===== src/rtl/serial_add_pkg.sv =====
// Shared constants for the bit-serial adder/subtractor controller.
// State encodings are plain constants so older tools can consume them.
package serial_add_pkg;

  localparam int unsigned DefaultWidth = 8;

  localparam logic [1:0] StIdle = 2'd0;
  localparam logic [1:0] StRun  = 2'd1;
  localparam logic [1:0] StDone = 2'd2;

endpackage


===== src/rtl/fa_cell.sv =====
// Combinational one-bit full adder; the only arithmetic in the serial datapath.
module fa_cell (
  input  logic x,
  input  logic y,
  input  logic ci,
  output logic s,
  output logic co
);

  assign s  = x ^ y ^ ci;
  assign co = (x & y) | (ci & (x ^ y));

endmodule


===== src/rtl/serial_add_ctrl.sv =====
// Bit-serial add/subtract: one fa_cell stepped LSB-first over WIDTH cycles.
// Results are published on the edge entering DONE and held until the next DONE.
module serial_add_ctrl
  import serial_add_pkg::*;
#(
  parameter int unsigned WIDTH = DefaultWidth
) (
  input  logic             clk,
  input  logic             rst_n,
  input  logic             start,
  input  logic             sub,
  input  logic [WIDTH-1:0] a,
  input  logic [WIDTH-1:0] b,
  output logic             busy,
  output logic             done,
  output logic [WIDTH-1:0] sum,
  output logic             cout,
  output logic             overflow
);

  localparam int unsigned CntW = (WIDTH > 1) ? $clog2(WIDTH) : 1;
  localparam logic [CntW-1:0] CntLast = CntW'(WIDTH - 1);

  logic [1:0]       state_q, state_d;
  logic [WIDTH-1:0] opa_q, opa_d;
  logic [WIDTH-1:0] opb_q, opb_d;
  logic [WIDTH-1:0] res_q, res_d;
  logic [WIDTH-1:0] sum_q, sum_d;
  logic [CntW-1:0]  cnt_q, cnt_d;
  logic             carry_q, carry_d;
  logic             cout_q, cout_d;
  logic             ovf_q, ovf_d;

  logic             cell_s, cell_co;
  logic             load;
  logic [WIDTH-1:0] res_shift;

  fa_cell u_fa_cell (
    .x  (opa_q[0]),
    .y  (opb_q[0]),
    .ci (carry_q),
    .s  (cell_s),
    .co (cell_co)
  );

  // A new operation can launch from IDLE or straight out of DONE.
  assign load      = start && ((state_q == StIdle) || (state_q == StDone));
  assign res_shift = {cell_s, res_q[WIDTH-1:1]};

  always_comb begin
    state_d = state_q;
    opa_d   = opa_q;
    opb_d   = opb_q;
    res_d   = res_q;
    sum_d   = sum_q;
    cnt_d   = cnt_q;
    carry_d = carry_q;
    cout_d  = cout_q;
    ovf_d   = ovf_q;

    unique case (state_q)
      StIdle, StDone: begin
        state_d = StIdle;
        if (load) begin
          // Subtraction is a + ~b + 1: the +1 enters as the initial carry.
          opa_d   = a;
          opb_d   = sub ? ~b : b;
          carry_d = sub;
          cnt_d   = '0;
          res_d   = '0;
          state_d = StRun;
        end
      end
      StRun: begin
        opa_d   = opa_q >> 1;
        opb_d   = opb_q >> 1;
        res_d   = res_shift;
        carry_d = cell_co;
        cnt_d   = cnt_q + 1'b1;
        if (cnt_q == CntLast) begin
          // carry_q here is the carry into the MSB.
          sum_d   = res_shift;
          cout_d  = cell_co;
          ovf_d   = carry_q ^ cell_co;
          cnt_d   = '0;
          state_d = StDone;
        end
      end
      default: state_d = StIdle;
    endcase
  end

  always_ff @(posedge clk or negedge rst_n) begin
    if (!rst_n) begin
      state_q <= StIdle;
      opa_q   <= '0;
      opb_q   <= '0;
      res_q   <= '0;
      sum_q   <= '0;
      cnt_q   <= '0;
      carry_q <= 1'b0;
      cout_q  <= 1'b0;
      ovf_q   <= 1'b0;
    end else begin
      state_q <= state_d;
      opa_q   <= opa_d;
      opb_q   <= opb_d;
      res_q   <= res_d;
      sum_q   <= sum_d;
      cnt_q   <= cnt_d;
      carry_q <= carry_d;
      cout_q  <= cout_d;
      ovf_q   <= ovf_d;
    end
  end

  assign busy     = (state_q == StRun);
  assign done     = (state_q == StDone);
  assign sum      = sum_q;
  assign cout     = cout_q;
  assign overflow = ovf_q;

endmodule


===== config.mk =====
export PLATFORM = sky130hd
export DESIGN_NAME = serial_add_ctrl
export DESIGN_NICKNAME = d
export VERILOG_FILES = /design/src/rtl/serial_add_pkg.sv /design/src/rtl/fa_cell.sv /design/src/rtl/serial_add_ctrl.sv
export SDC_FILE = /design/constraint.sdc
export NUM_CORES = 1
export LEC_CHECK = 0
export ABC_AREA = 1
export ABC_CLOCK_PERIOD_IN_PS = 1600
export CELL_PAD_IN_SITES_DETAIL_PLACEMENT = 0
export CELL_PAD_IN_SITES_GLOBAL_PLACEMENT = 1
export CORE_MARGIN = 3
export CORE_UTILIZATION = 38
export CTS_CLUSTER_DIAMETER = 120
export CTS_CLUSTER_SIZE = 28
export DETAILED_ROUTE_END_ITERATION = 8
export HOLD_SLACK_MARGIN = 0.02
export PLACE_DENSITY = 0.78
export SYNTH_ARGS = -nofsm -noshare
export SYNTH_HDL_FRONTEND = slang
export SYNTH_HIERARCHICAL = 1
export SYNTH_SLANG_ARGS = --single-unit

===== constraint.sdc =====
create_clock -name clk -period 1.6 [get_ports clk]
set_input_delay 0.16 -clock clk [delete_from_list [all_inputs] [get_ports clk]]
set_output_delay 0.16 -clock clk [all_outputs]
set_load 0.1 [all_outputs]

==> impl_metrics.tcl <==
set metrics [dict create \
    io_buffers 31 \
    synth_cells 231 \
    path_class "flip-flop to output port" \
    fmax_ghz 0.7077 \
    path_clk_slew_ps 70 \
    hold_ws_ps 430.7 \
    start_util 0.4103 \
    hold_path.class "input pin to flip-flop" \
    syn_avg_cell_area_um2 8.054 \
    yosys-top-cells-area "dfrtp_1, nand2_1, nand3_1" \
    htreeDepth 2 \
    drc 0 \
    start_kind "flip-flop" \
    crit_path_end_kind "output port" \
    power.density_mw_per_mm2 2220 \
    tightest_slew_ps 483.7 \
    layout_commonest_cell "nand2_1" \
    grt_pass1_wl_mm 6.258 \
    root_buffer "clkbuf_8" \
    cts_resized 0 \
    clk_path_buf_depth 2 \
    grt_max_degree 40 \
    synth_top_cell_area_share 0.5245 \
    grt_pass1_vias 1342 \
    antenna_cells 0 \
    place_ws_ps 189.8 \
    ios 32 \
    dieHeight_um 75.97 \
    die_w_um 75.97 \
    gr-total-overflow 0 \
    fin_total_pwr_mw 5.474 \
    synthToLayoutAreaGrowth_pct 32.55 \
    tns_ps 0 \
    ys_seq_area_frac 0.5245 \
    required_ps 1440 \
    cts_tree "yes" \
    post_drt_wl_per_cell_um 11.05 \
    slew_headroom 0.6775 \
    cts_sinks 39 \
    final_antenna_net_count 0 \
    rsz0062_at_grt "no" \
    viasPerCell 4.458 \
    die_area_mm2 0.005771 \
    ys_types 19 \
    setup_ws_ps 186.9 \
    final.min_clock_period_ps 1413 \
    clock_latency_ps 280 \
    power_leakage_nw 1.300 \
    drt_iter0_drc 46 \
    finClkSkew_ps 5.927 \
    rows 24 \
    drive_gt1_frac 0.1402 \
    core_area_mm2 0.004534 \
    multiInputGateArea_um2 725.7 \
    synth.largest_area_cell "dfrtp_1" \
    fin_area_mm2 0.002466 \
    cts_made_buffers 5 \
    final_cell_mix "nand2_1, dfrtp_1, nand3_1, inv_1, clkdlybuf4s50_1" \
    period_share 0.8832 \
    synth_area_mm2 0.001861 \
    synth_warnings 6 \
    maxCapViolCount 0 \
    arrival_ps 1250 \
    slew_viol_final 0 \
    antenna_found_initial 0 \
    setup_viol 0 \
    outcome "finished clean" \
    cp_max_fo 11 \
    gp_congestion 0.7822 \
    n_fill_cell 430 \
    ir_drop_v 0.0009436 \
    ys_seq_elements 39 \
    syn-num-nets 254 \
    num_vias 1498 \
    placed_cell_area_mm2 0.002356 \
    ff_latch_area_um2 975.9 \
    wirelength_mm 3.714 \
    nets 293 \
    hold_violations 0 \
    drtPass1Iterations 6 \
    hpwl_mm 2.578 \
    grtUsageTotal 0.1337 \
]
routing by layer:
layer	vias to the layer above	global-route usage	wire length [µm]
met5	-	0	0
met4	0	0.04891	47
met2	33	0.2066	1671
li1	788	-	-
met1	671	0.1805	1814
met3	6	0.03664	180
sequential cells by signal, indices dropped and copies added, names as in the netlist:
name / cells
res_q: 7
carry_q: 1
cout: 1
cnt_q: 3
sum: 8
state_q: 2
opa_q: 8
opb_q: 8
overflow: 1
worst max-delay path, stage by stage (launching register included):
cell and delay [ps]:
dfrtp_1 370, inv_2 60, nand2_2 180, inv_6 170
buf_12 180
power by group:
| group | internal [mW] | total [mW] | switching [mW] | leakage, nW |
|---|---|---|---|---|
| clock network | 0.393 | 0.710 | 0.317 | 0.0515 |
| logic | 1.06 | 2.99 | 1.93 | 0.757 |
| registers | 1.44 | 1.77 | 0.334 | 0.491 |
| total | 2.89 | 5.47 | 2.58 | 1.30 |
worst paths after layout:
check | start | endpoint | slack [ps] | cells past startpoint
max | state_q[1] | busy | 190 | 4
min | a[7] | opa_q[7] | 430 | 3
max reg2reg | cnt_q[0] | sum[3] | 280 | 6
min reg2reg | opa_q[6] | opa_q[6] | 470 | 2
max in group asynchronous | rst_n | overflow | 800 | 3
min in group asynchronous | rst_n | opb_q[2] | 450 | 3
cell type report:
class | count | share of cell area
Inverter | 22 | 0.03551
Sequential cell | 39 | 0.3957
Tap cell | 65 | 0.03298
Multi-Input combinational cell | 162 | 0.2943
Clock buffer | 8 | 0.04059
Timing Repair Buffer | 40 | 0.2009
through the flow:
stage,util,instances
after CTS,0.5439,336
after floorplan,-,231
after global routing,0.5439,336
after global placement,0.5196,327
final,0.5439,336
after detailed placement,0.5196,327
repair_timing:
action | CTS | global route
hold buffers | 1 | 0
hold endpoints to repair | 39 | 0
setup buffers | 0 | 0
synthesized netlist by cell type (all sizes together):
library cell  instances
clkbuf                1
o21ai                 1
inv                  22
xor2                  2
nand3                38
buf                   7
nand2               114
fa                    1
dfrtp                39
nor2                  4
ha                    2
kinds of logic (layout without fill, tap and decap cells):
family	count (synthesis)	count (layout)	share of synthesized area
adders and majority gates	3	3	0.02421
AOI/OAI and AO/OA	1	1	0.002687
buffers and inverters	30	70	0.08674
xor gates and xnor gates	2	2	0.009417
DFF	39	39	0.5245
and+or+nand+nor	156	156	0.3524
No activity file was read; power rests on OpenSTA's default activity.
